<file path="config.mk">
export PLATFORM = sky130hd
export DESIGN_NAME = vga_scroll_pattern_gen
export DESIGN_NICKNAME = d
export VERILOG_FILES = /design/src/rtl/vga_pkg.sv /design/src/rtl/vga_debounce.sv /design/src/rtl/vga_scroll_pattern_gen.sv
export SDC_FILE = /design/constraint.sdc
export NUM_CORES = 1
export LEC_CHECK = 0
export BUFFER_PORTS_ARGS = -buffer_cell sky130_fd_sc_hd__clkbuf_2
export CAP_MARGIN = 20
export CORE_AREA = 2 2 129 131
export CTS_CLUSTER_DIAMETER = 120
export CTS_CLUSTER_SIZE = 20
export DETAILED_ROUTE_END_ITERATION = 16
export DIE_AREA = 0 0 131 133
export GPL_TIMING_DRIVEN = 0
export PLACE_DENSITY = 0.77
export SYNTH_ARGS = -nofsm -noshare
export SYNTH_HDL_FRONTEND = slang
export SYNTH_SLANG_ARGS = --single-unit
export TNS_END_PERCENT = 50
</file>
<file path="constraint.sdc">
create_clock -name clk -period 8.9 [get_ports clk]
set_input_delay 2.225 -clock clk [delete_from_list [all_inputs] [get_ports clk]]
set_output_delay 2.225 -clock clk [all_outputs]
set_load 0.02 [all_outputs]
</file>
<file path="src/rtl/vga_pkg.sv">
// ---------------------------------------------------------------------------
// vga_pkg
//   Shared constants and types for the scrolling VGA pattern generator.
//   - Default 640x480@60 timing constants (pixels / lines).
//   - pattern_mode_e : pattern selected by the 2-bit mode input.
//   - btn_t          : button bundle, packed in the same order as the
//                      raw buttons port {up, down, left, right}.
//   - wrap_step()    : modular +/- step used for the scroll offsets.
// ---------------------------------------------------------------------------
package vga_pkg;

  localparam int H_ACTIVE_D = 640;
  localparam int H_FP_D     = 16;
  localparam int H_SYNC_D   = 96;
  localparam int H_BP_D     = 48;
  localparam int V_ACTIVE_D = 480;
  localparam int V_FP_D     = 10;
  localparam int V_SYNC_D   = 2;
  localparam int V_BP_D     = 33;

  typedef enum logic [1:0] {
    CHECKER = 2'd0,
    BARS    = 2'd1,
    GRID    = 2'd2,
    SOLID   = 2'd3
  } pattern_mode_e;

  typedef struct packed {
    logic up;
    logic down;
    logic left;
    logic right;
  } btn_t;

  // One scroll step on an axis. Opposing directions cancel. Assumes
  // step < modulus, so a single add/subtract of the modulus wraps.
  function automatic int wrap_step(int val, int step, int modulus,
                                   logic inc, logic dec);
    int r;
    r = val;
    if (inc && !dec) begin
      r = val + step;
      if (r >= modulus) r = r - modulus;
    end else if (dec && !inc) begin
      r = val - step;
      if (r < 0) r = r + modulus;
    end
    return r;
  endfunction

endpackage

</file>
<file path="src/rtl/vga_debounce.sv">
// ---------------------------------------------------------------------------
// vga_debounce
//   Two-flop synchroniser followed by a stability counter. The output level
//   follows the synchronised input only after DEBOUNCE_CYC consecutive clks
//   at the new level; any return to the current output level restarts the
//   count, so short glitches never reach dout.
//   Ports: clk, rst (async, active-high), din (raw, asynchronous),
//          dout (debounced level, 0 in reset).
// ---------------------------------------------------------------------------
module vga_debounce #(
  parameter int DEBOUNCE_CYC = 1_000_000
) (
  input  logic clk,
  input  logic rst,
  input  logic din,
  output logic dout
);

  localparam int CW = $clog2(DEBOUNCE_CYC + 1);

  logic [1:0]    sync_q;
  logic [CW-1:0] cnt;

  always_ff @(posedge clk or posedge rst) begin
    if (rst) begin
      sync_q <= 2'b00;
      cnt    <= '0;
      dout   <= 1'b0;
    end else begin
      sync_q <= {sync_q[0], din};
      if (sync_q[1] == dout) begin
        cnt <= '0;
      end else if (cnt == CW'(DEBOUNCE_CYC - 1)) begin
        dout <= sync_q[1];
        cnt  <= '0;
      end else begin
        cnt <= cnt + 1'b1;
      end
    end
  end

endmodule

</file>
<file path="src/rtl/vga_scroll_pattern_gen.sv">
// ---------------------------------------------------------------------------
// vga_scroll_pattern_gen
//   VGA timing generator with a scrollable test pattern (checker, bars,
//   grid, solid). Four debounced buttons scroll the pattern by SCROLL_STEP
//   pixels per frame while held; offsets and pattern mode change only at
//   frame start so a frame is never torn.
//   Ports:
//     clk, rst              system clock, async active-high reset
//     buttons[3:0]          raw {up, down, left, right}, asynchronous
//     mode[1:0]             pattern select, sampled at frame start
//     red/green/blue        pixel colour, registered, zero outside active
//     hsync/vsync           syncs, registered alongside the colour
//     frame_start           high during the pixel-enable of pixel (0,0)
//     x_off/y_off           scroll offsets in use for the current frame
// ---------------------------------------------------------------------------
module vga_scroll_pattern_gen
  import vga_pkg::*;
#(
  parameter int H_ACTIVE     = H_ACTIVE_D,
  parameter int H_FP         = H_FP_D,
  parameter int H_SYNC       = H_SYNC_D,
  parameter int H_BP         = H_BP_D,
  parameter int V_ACTIVE     = V_ACTIVE_D,
  parameter int V_FP         = V_FP_D,
  parameter int V_SYNC       = V_SYNC_D,
  parameter int V_BP         = V_BP_D,
  parameter bit SYNC_POL     = 1'b0,
  parameter int CLK_DIV      = 4,
  parameter int CELL_LOG2    = 4,
  parameter int COLOR_W      = 4,
  parameter int DEBOUNCE_CYC = 1_000_000,
  parameter int SCROLL_STEP  = 2
) (
  input  logic                          clk,
  input  logic                          rst,
  input  logic [3:0]                    buttons,
  input  logic [1:0]                    mode,
  output logic [COLOR_W-1:0]            red,
  output logic [COLOR_W-1:0]            green,
  output logic [COLOR_W-1:0]            blue,
  output logic                          hsync,
  output logic                          vsync,
  output logic                          frame_start,
  output logic [$clog2(H_ACTIVE)-1:0]   x_off,
  output logic [$clog2(V_ACTIVE)-1:0]   y_off
);

  localparam int H_TOTAL = H_ACTIVE + H_FP + H_SYNC + H_BP;
  localparam int V_TOTAL = V_ACTIVE + V_FP + V_SYNC + V_BP;
  localparam int HW      = $clog2(H_TOTAL);
  localparam int VW      = $clog2(V_TOTAL);
  localparam int XW      = $clog2(H_ACTIVE);
  localparam int YW      = $clog2(V_ACTIVE);
  localparam int DW      = (CLK_DIV > 1) ? $clog2(CLK_DIV) : 1;

  localparam logic [XW:0]   HA_X       = (XW+1)'(H_ACTIVE);
  localparam logic [YW:0]   VA_Y       = (YW+1)'(V_ACTIVE);
  localparam logic [XW-1:0] X_CELL_BIT = XW'(1 << CELL_LOG2);
  localparam logic [YW-1:0] Y_CELL_BIT = YW'(1 << CELL_LOG2);
  localparam logic [XW-1:0] X_CELL_MSK = XW'((1 << CELL_LOG2) - 1);
  localparam logic [YW-1:0] Y_CELL_MSK = YW'((1 << CELL_LOG2) - 1);

  // ---- pixel enable: registered so it is low throughout reset ----------
  logic [DW-1:0] div_cnt;
  logic          pix_en;

  always_ff @(posedge clk or posedge rst) begin
    if (rst) begin
      div_cnt <= '0;
      pix_en  <= 1'b0;
    end else if (div_cnt == DW'(CLK_DIV - 1)) begin
      div_cnt <= '0;
      pix_en  <= 1'b1;
    end else begin
      div_cnt <= div_cnt + 1'b1;
      pix_en  <= 1'b0;
    end
  end

  // ---- raster counters --------------------------------------------------
  logic [HW-1:0] h_cnt;
  logic [VW-1:0] v_cnt;
  logic          h_last, v_last;

  assign h_last = (h_cnt == HW'(H_TOTAL - 1));
  assign v_last = (v_cnt == VW'(V_TOTAL - 1));

  always_ff @(posedge clk or posedge rst) begin
    if (rst) begin
      h_cnt <= '0;
      v_cnt <= '0;
    end else if (pix_en) begin
      if (h_last) begin
        h_cnt <= '0;
        v_cnt <= v_last ? '0 : v_cnt + 1'b1;
      end else begin
        h_cnt <= h_cnt + 1'b1;
      end
    end
  end

  assign frame_start = pix_en && (h_cnt == '0) && (v_cnt == '0);

  // ---- button debounce --------------------------------------------------
  logic [3:0] btn_db_bits;
  btn_t       btn_db;

  for (genvar i = 0; i < 4; i++) begin : g_db
    vga_debounce #(.DEBOUNCE_CYC(DEBOUNCE_CYC)) u_db (
      .clk  (clk),
      .rst  (rst),
      .din  (buttons[i]),
      .dout (btn_db_bits[i])
    );
  end

  assign btn_db = btn_t'(btn_db_bits);

  // ---- per-frame state: offsets and latched mode -------------------------
  // The first frame after reset always shows zero offsets: 'started' holds
  // off the scroll step until one frame start has gone by.
  logic          started;
  pattern_mode_e mode_q, mode_use;
  logic [XW-1:0] x_next, x_use;
  logic [YW-1:0] y_next, y_use;
  logic          scroll_upd;

  assign x_next = XW'(wrap_step(int'(x_off), SCROLL_STEP, H_ACTIVE,
                                btn_db.right, btn_db.left));
  assign y_next = YW'(wrap_step(int'(y_off), SCROLL_STEP, V_ACTIVE,
                                btn_db.down, btn_db.up));

  assign scroll_upd = frame_start && started;

  // Pixel (0,0) is computed in the same cycle the new frame state is
  // loaded, so it uses the incoming values rather than the stale registers.
  assign x_use    = scroll_upd  ? x_next : x_off;
  assign y_use    = scroll_upd  ? y_next : y_off;
  assign mode_use = frame_start ? pattern_mode_e'(mode) : mode_q;

  always_ff @(posedge clk or posedge rst) begin
    if (rst) begin
      started <= 1'b0;
      mode_q  <= CHECKER;
      x_off   <= '0;
      y_off   <= '0;
    end else if (frame_start) begin
      started <= 1'b1;
      mode_q  <= mode_use;
      x_off   <= x_use;
      y_off   <= y_use;
    end
  end

  // ---- pattern ----------------------------------------------------------
  logic          active;
  logic [XW:0]   xsum;
  logic [YW:0]   ysum;
  logic [XW-1:0] xs;
  logic [YW-1:0] ys;
  logic          x_cell, y_cell, x_edge, y_edge;
  logic          pix_white;
  logic          h_sync_win, v_sync_win;

  assign active = ({1'b0, h_cnt} < (HW+1)'(H_ACTIVE)) &&
                  ({1'b0, v_cnt} < (VW+1)'(V_ACTIVE));

  // Low counter bits are only meaningful inside the active area, where
  // h < H_ACTIVE; outside it the colour is forced to black anyway.
  assign xsum = {1'b0, h_cnt[XW-1:0]} + {1'b0, x_use};
  assign ysum = {1'b0, v_cnt[YW-1:0]} + {1'b0, y_use};
  assign xs   = (xsum >= HA_X) ? XW'(xsum - HA_X) : xsum[XW-1:0];
  assign ys   = (ysum >= VA_Y) ? YW'(ysum - VA_Y) : ysum[YW-1:0];

  assign x_cell = |(xs & X_CELL_BIT);
  assign y_cell = |(ys & Y_CELL_BIT);
  assign x_edge = ((xs & X_CELL_MSK) == '0);
  assign y_edge = ((ys & Y_CELL_MSK) == '0);

  always_comb begin
    pix_white = 1'b0;
    case (mode_use)
      CHECKER: pix_white = x_cell ^ y_cell;
      BARS:    pix_white = x_cell;
      GRID:    pix_white = x_edge | y_edge;
      SOLID:   pix_white = 1'b1;
      default: pix_white = 1'b0;
    endcase
    if (!active) pix_white = 1'b0;
  end

  assign h_sync_win = ({1'b0, h_cnt} >= (HW+1)'(H_ACTIVE + H_FP)) &&
                      ({1'b0, h_cnt} <  (HW+1)'(H_ACTIVE + H_FP + H_SYNC));
  assign v_sync_win = ({1'b0, v_cnt} >= (VW+1)'(V_ACTIVE + V_FP)) &&
                      ({1'b0, v_cnt} <  (VW+1)'(V_ACTIVE + V_FP + V_SYNC));

  // ---- output registers: colour and sync share one pixel of latency ----
  always_ff @(posedge clk or posedge rst) begin
    if (rst) begin
      red   <= '0;
      green <= '0;
      blue  <= '0;
      hsync <= ~SYNC_POL;
      vsync <= ~SYNC_POL;
    end else if (pix_en) begin
      red   <= {COLOR_W{pix_white}};
      green <= {COLOR_W{pix_white}};
      blue  <= {COLOR_W{pix_white}};
      hsync <= h_sync_win ? SYNC_POL : ~SYNC_POL;
      vsync <= v_sync_win ? SYNC_POL : ~SYNC_POL;
    end
  end

endmodule

</file>
Yosys cells after proc, flatten, opt, wreduce, memory -nomap -nowiden

Cells that the tools add are included.
Widths: inputs -> output; s select.

Word-level logic and storage cells: 127
Output and inout bits: 34
Input port bits: 8
Register bits after elaboration: 140

$lt $le $gt $ge: 12
Multiplexer cells: 29
Reductions and logical operators: 24
Add/sub/neg operators: 19
Bitwise gates (word level): 6
Equal/unequal tests: 14

Operator list:

| kind                   | number |
|---|---|
| $mux 20                | 8 |
| $add 20x1->20 const B  | 4 |
| $eq 20x20->1 const B   | 4 |
| $mux 10                | 7 |
| $mux 9                 | 5 |
| $ge 10x9->1 const B    | 3 |
| $logic_not 10->1       | 3 |
| $ge 11x10->1 const B   | 2 |
| $add 10x1->10 const B  | 2 |
| $eq 10x10->1 const B   | 2 |
| $lt 10x10->1 const B   | 2 |
| $lt 10x9->1 const B    | 2 |
| $add 10x10->11         | 1 |
| $add 10x2->11 const B  | 1 |
| $lt 11x1->1 const B    | 1 |
| $sub 10x2->11 const B  | 1 |
| $add 10x10->10 const B | 1 |
| $add 9x2->10 const B   | 1 |
| $add 9x9->10           | 1 |
| $ge 10x10->1 const B   | 1 |
| $logic_and 1x1->1      | 10 |
| $lt 10x1->1 const B    | 1 |
| $mux 5                 | 2 |
| $reduce_and 2->1       | 5 |
| 18 further kinds       | 34 |

Longest topological paths before layout

Gate-level depths: netlist of the first run.

Depth after elaboration: 13
Gate-level depth with buffers: 18
Gate-level depth less buffers: 17

Cells and area by module

Synthesis of the first run repeated with hierarchy kept, for this count alone.

Cell total of the unflattened synthesis: 892
Area, all modules: 8279.2 um2

Modules (own cells, without submodules):

| module                 | cells an instance | sequential area each (um2) | area each (um2) | times used |
|---|---|---|---|---|
| vga_debounce           | 109               | 575.6                      | 1118.6          | 4 |
| vga_scroll_pattern_gen | 456               | 1153.6                     | 3804.9          | 1 |

Worst setup path after synthesis of the first run

OpenSTA, ideal clock, no wires.

Path kind: flip-flop to output port
Start point: register v_cnt[1]
End point: output port frame_start
Stages on the path, launching flop included: 7
Path buffers: 1
Path slack: 4.908 ns
Data arrival time: 1.767 ns
Cells stage by stage: dfrtp_1 -> inv_1 -> ha_1 -> or4b_4 -> and4bb_4 -> and2_2 -> buf_2

Longest elaborated chain between the ends: 2

RTL lines:

| item                   | line                          | source |
|---|---|---|
| start, declared        | vga_scroll_pattern_gen.sv:82  | `logic [VW-1:0] v_cnt;` |
| start signal, assigned | vga_scroll_pattern_gen.sv:95  | `v_cnt <= v_last ? '0 : v_cnt + 1'b1;` |
| $logic_not 10->1       | vga_scroll_pattern_gen.sv:102 | `assign frame_start = pix_en && (h_cnt == '0) && (v_cnt == '0);` |
| $logic_and 1x1->1      | vga_scroll_pattern_gen.sv:102 |  |
| end, declared          | vga_scroll_pattern_gen.sv:43  | `output logic frame_start,` |

Every way passes these cells.

Worst setup path in the final report of the first run

Start point: register v_cnt[0]
End point: output port frame_start

The elaborated chain is that of the path after synthesis.

==> impl_metrics.tcl, run 1 <==
set metrics [dict create \
    ys_warn_count 0 \
    wl_um 15700 \
    final_cell_area_um2 8970 \
    cts_buffers 17 \
    netlist.area_leader.share_pct 43.6 \
    start_kind "register" \
    tightest_slew_ns 0.761 \
    worstPathMaxFanout 8 \
    core_area_um2 16200 \
    min_period_over_period_pct 53.5 \
    p_leak_nw 4.02 \
    holdBufCountCts 0 \
    crit_arrival_ns 2.53 \
    dieWidth_um 131 \
    met2_usage_pct 30.7 \
    ys_ff_latch 138 \
    placed_area_um2 8320 \
    critPathTopFamily "simple AND/OR/NAND/NOR gates" \
    cts_root_buf "clkbuf_16" \
    slew_violations 0 \
    critical_path_class "register to primary output" \
    clock_skew_ns 0.00524 \
    post-cts-setup-buffers 0 \
    regArea_um2 3460 \
    end_kind "primary output" \
    die_h_um 133 \
    maxCapViolCount 0 \
    cp-startpoint "v_cnt[0]" \
    ys_seq_area_share_pct 44.2 \
    ios 42 \
    synth_cell_types 62 \
    grt_pass1_wl_um 27300 \
    area_growth_pct 14.8 \
    clkLatencyLatePin_ns 0.43 \
    drt_iter0_drc 417 \
    final_util_pct 55.5 \
    ant_nets 0 \
    cp_slowest_stage_delay_ns 0.46 \
    n_fill_cell 1415 \
    synth_area_per_cell_um2 9.23 \
    slew_headroom_pct 48.8 \
    initial_core_util_pct 48.3 \
    synth_top_cell_by_area "dfrtp_1" \
    num_antenna_cells 0 \
    p_per_area_nw_per_um2 163 \
    synthCells 847 \
    cp_num_buf_inv 3 \
    synth_edf_count 0 \
    drtPass1Iterations 5 \
    syn_area_um2 7810 \
    crit_chain "inv_1 > ha_1 > or4b_4 > and4bb_4 > and2_2 > buf_2 > clkbuf_2" \
    numPortBuffers 39 \
    crit_required_ns 6.68 \
    clk_pin_slew_worst_paths_ns 0.06 \
    drc 0 \
    max_clock_freq_ghz 0.210 \
    die_area_um2 17400 \
    dpl.hpwl_um 11000 \
    antenna_found_initial 0 \
    use_met3_pct 4.85 \
    htreeDepth 4 \
    synth_common_cells "136 x dfrtp_1, 125 x nor2_1, 72 x xor2_1" \
    grt_use_met1_pct 26.0 \
    grt_start_max_net_pins 81 \
    setup_viol 0 \
    post-synth-top-count-cell "dfrtp_1" \
    num-nets-final 947 \
    routedWlPerCell_um 13.8 \
    rsz0062_at_grt "no" \
    post-route-min-period_ns 4.76 \
    grt_pass1_vias 5989 \
    peakVddDrop_uv 136 \
    num_rows 47 \
    setup_tns_ns 0 \
    cts_tree "built" \
    vias_per_cell 5.33 \
    num_vias 6079 \
    min_path_type "register to register" \
    layout-drive-gt1-share_pct 11.7 \
    clock-sinks 138 \
    status "finished clean" \
    whs_ns 0.347 \
    finalHoldViolations 0 \
    synthTopCellsByArea "dfrtp_1 44%, xor2_1 8.1%, nor2_1 6.0%" \
    multi_input_area_um2 4010 \
    ys.flop_type "dfrtp_1" \
    grt_overflow 0 \
    cts_resized 0 \
    track_usage_pct 19.4 \
    clockBufferDepth 2 \
    gp_congestion 0.865 \
    top_usage_layer "met2" \
    async_flop_share_pct 100 \
    critPathSlowestCell "or4b_4" \
    worstHoldStart "g_db[2].u_db.sync_q[0]" \
    r2r-start "v_cnt[0]" \
]
worst register-to-register path: cells and delay by family, from the launching register on:
family          cells  cell delay [ns]
mux                 1             0.17
compound gates      4             0.54
fa+ha+maj           2             0.44
xor+xnor            2             0.26
buf+inv             2             0.28
simple gates        7             1.99
flops               1             0.44
registers in the layout (all words and copies together) (netlist names), named ones only:
name,count
vsync,1
g_db.u_db.dout,4
div_cnt,2
v_cnt,10
y_off,4
mode_q,2
pix_en,1
h_cnt,10
started,1
g_db.u_db.sync_q,8
blue,1
g_db.u_db.cnt,80
x_off,4
hsync,1
worst paths after layout:
kind                            slack, ns  cells after the start                      to
worst min register to register       0.35                      0  g_db[2].u_db.sync_q[1]
max in group asynchronous            6.28                      3                   vsync
worst max register to register       4.66                     18                 blue[0]
min in group asynchronous            1.84                      2  g_db[3].u_db.sync_q[0]
worst max-delay path                 4.14                      7             frame_start
worst min-delay path                 0.35                      0  g_db[2].u_db.sync_q[1]
layout by cell type, fill, tap and decap left out, drive strengths merged, types with 20 or more instances in the layout:
master	netlist	routed
dfrtp	136	136
nor2	125	125
clkbuf	26	86
xor2	72	72
nand2	62	62
nand3	57	57
o21ai	43	43
xnor2	41	41
inv	35	35
ha	30	30
nand4	21	21
nor3	20	20
kinds of logic after synthesis:
| group | Yosys count | synth area share, % |
|---|---|---|
| buffers and inverters | 79 | 4.48 |
| adder cells (fa/ha/maj) | 32 | 5.32 |
| AND/OR/NAND/NOR | 374 | 24.1 |
| multiplexers | 11 | 1.46 |
| AO/OA/AOI/OAI | 99 | 7.65 |
| XOR/XNOR | 113 | 12.7 |
| other | 1 | 0.0480 |
| flip-flops | 138 | 44.2 |
metal layers:
metal | vias to the layer above | wire, um | part of all wire [%]
met5 | - | 0 | 0
met4 | 0 | 272 | 1.7
li1 | 3010 | - | -
met3 | 21 | 661 | 4.2
met2 | 119 | 7430 | 47
met1 | 2929 | 7320 | 47
cell type report:
class,count,share of cell area (%)
buffer,44,2.44
clock buffer,21,5.13
clock inverter,11,2.15
inverter,35,1.52
multi-input combinational,631,44.7
sequential,138,38.5
tap,220,3.07
timing repair buffer,40,2.48
metrics by stage:
step	setup slack [ns]	cells	power, mW
5_1_grt	4.05	1140	1.51
2_1_floorplan	2.98	848	0.683
3_3_place_gp	1.40	1107	0.695
4_1_cts	4.12	1140	1.47
3_5_place_dp	4.58	1108	0.698
6_report	4.14	1140	1.46
where the power goes:
group	leakage [nW]	internal [mW]	total [mW]	switching (mW)
logic	1.84	0.0142	0.0439	0.0298
clock network	0.313	0.511	0.775	0.264
registers	1.87	0.635	0.641	0.00629
Note: power is estimated with default switching activity, not from simulation.
==> run 2: changes to the inputs <==
Clock period 8.9 ns to 4.8 ns, I/O delays scaled along.
==> impl_metrics.tcl, run 2 (synthesis results as in run 1) <==
set metrics [dict create \
    status "finished clean" \
    dieWidth_um 131 \
    ios 42 \
    clk_pin_slew_worst_paths_ns 0.05 \
    clkLatencyLatePin_ns 0.42 \
    routedWlPerCell_um 13.9 \
    htreeDepth 4 \
    clockBufferDepth 2 \
    grt_overflow 0 \
    finalHoldViolations 0 \
    grt_pass1_wl_um 27700 \
    drtPass1Iterations 5 \
    worstPathMaxFanout 8 \
    cp_slowest_stage_delay_ns 0.46 \
    numPortBuffers 39 \
    num-nets-final 949 \
    fin_cells 1138 \
    tightest_slew_ns 0.785 \
    grt_start_max_net_pins 39 \
    layout_common_cells "136 x dfrtp_1, 125 x nor2_1, 72 x xor2_1, 62 x nand2_1, 56 x nand3_1" \
    largest_register "g_db.u_db.cnt" \
    core_area_um2 16200 \
    p_leak_nw 3.98 \
    holdBufCountCts 0 \
    cts_tree "built" \
    final_common_cell "dfrtp_1" \
    cts_root_buf "clkbuf_16" \
    antenna_found_initial 0 \
    placed_area_um2 8350 \
    vias_per_cell 5.39 \
    max_clock_freq_ghz 0.235 \
    layout-drive-gt1-share_pct 11.2 \
    top_usage_layer "met2" \
    totalPowerFinal_mw 2.52 \
    worstHoldStart "g_db[2].u_db.sync_q[0]" \
    gp_congestion 0.857 \
    final_util_pct 55.0 \
    min_period_over_period_pct 88.5 \
    r2r_slack_ns 0.55 \
    cts_resized 0 \
    critPathSlowestCell "or4b_4" \
    start_kind "register" \
    clock-sinks 138 \
    die_h_um 133 \
    die_area_um2 17400 \
    post-route-min-period_ns 4.25 \
    grt_use_met1_pct 27.3 \
    cts_buffers 17 \
    cp-startpoint "v_cnt[1]" \
    clock_skew_ns 0.00536 \
    whs_ns 0.348 \
    setup_tns_ns 0 \
    largestRegisters "g_db.u_db.cnt x80, h_cnt x10, v_cnt x10" \
    track_usage_pct 19.6 \
    initial_core_util_pct 48.3 \
    place_inst 1110 \
    slew_violations 0 \
    p_per_area_nw_per_um2 283 \
    reg2reg_to "blue[0]" \
    end_kind "register" \
    drt_iter0_drc 359 \
    crit_chain "inv_1 > ha_1 > or4b_4 > and4bb_4 > and2_2 > buf_2 > nand2_1 > or3_1 > o21ai_2 > nor2_1 > ha_1 > a21o_1 > a21oi_1 > xor2_1 > or3b_1 > mux2i_1 > xor2_1 > o21ai_0" \
    pre_cts_slack_ns 0.635 \
    num_rows 47 \
    maxCapViolCount 0 \
    wl_um 15800 \
    setup_ws_ns 0.550 \
    min_path_type "register to register" \
    critPathCapture "blue[0]" \
    largest_reg_flops 80 \
    post-cts-setup-buffers 0 \
    setup_viol 0 \
    slew_headroom_pct 47.6 \
    use_met3_pct 3.36 \
    r2r-start "v_cnt[1]" \
    num_antenna_cells 0 \
    area_growth_pct 13.9 \
    crit_arrival_ns 4.54 \
    n_fill_cell 1388 \
    crit_required_ns 5.09 \
    dpl.hpwl_um 11000 \
    peakVddDrop_uv 244 \
    grt_pass1_vias 5933 \
    rsz0062_at_grt "no" \
    met2_usage_pct 30.9 \
    num_vias 6139 \
    final_cell_area_um2 8900 \
    worstRegToRegCells 18 \
    critical_path_class "register to register" \
    drc 0 \
    ant_nets 0 \
]
==> run 2: cell count changes in the layout (fill, tap and decap cells not counted) <==
cell / before / now
inv_6: 1 / 0
clkbuf_1: 28 / 31
clkbuf_8: 2 / 3
clkinv_4: 2 / 0
clkinv_2: 2 / 1
buf_12: 0 / 3
clkinvlp_4: 2 / 1
bufinv_16: 5 / 2
buf_16: 1 / 0
==> run 2: final cells by class <==
| type | count | area [um2] | area share [%] |
|---|---|---|---|
| Buffer | 44 | 219 | 2.46 |
| Inverter | 35 | 135 | 1.52 |
| Clock buffer | 25 | 485 | 5.45 |
| Clock inverter | 3 | 65.1 | 0.731 |
| Multi-Input combinational cell | 631 | 4010 | 45.1 |
| Sequential cell | 138 | 3460 | 38.8 |
| Tap cell | 220 | 275 | 3.09 |
| Timing Repair Buffer | 42 | 255 | 2.87 |
==> run 2: how the worst min path moves through the flow <==
stage	depth (start not counted)	to	slack, ns
finish	0	g_db[2].u_db.sync_q[1]	0.35
global route	0	g_db[2].u_db.sync_q[1]	0.37
CTS	0	g_db[2].u_db.sync_q[1]	0.35
detailed placement	0	g_db[2].u_db.sync_q[1]	0.33
global placement	0	g_db[2].u_db.sync_q[1]	0.33
floorplan	0	g_db[0].u_db.sync_q[1]	0.33
==> run 2: critical path: cells and delay by family (launching register included) <==
kind	cells	cell delay (ns)
buffers and inverters	2	0.28
multiplexers	1	0.17
adder cells (fa/ha/maj)	2	0.42
XOR/XNOR	2	0.27
flip-flops	1	0.43
AO/OA/AOI/OAI	4	0.55
AND/OR/NAND/NOR	7	1.99
==> run 2: report_power, final <==
part,internal (mW),total (mW),switching [mW]
sequential,1.18,1.19,0.0119
clock,0.793,1.24,0.448
combinational,0.0287,0.0847,0.0561
total,2.00,2.52,0.516
==> run 2: per-layer routing <==
metal,share of wire (%),routed length (um)
met5,0,0
met4,1.5,240
met3,3.7,580
met2,48,7610
met1,47,7380
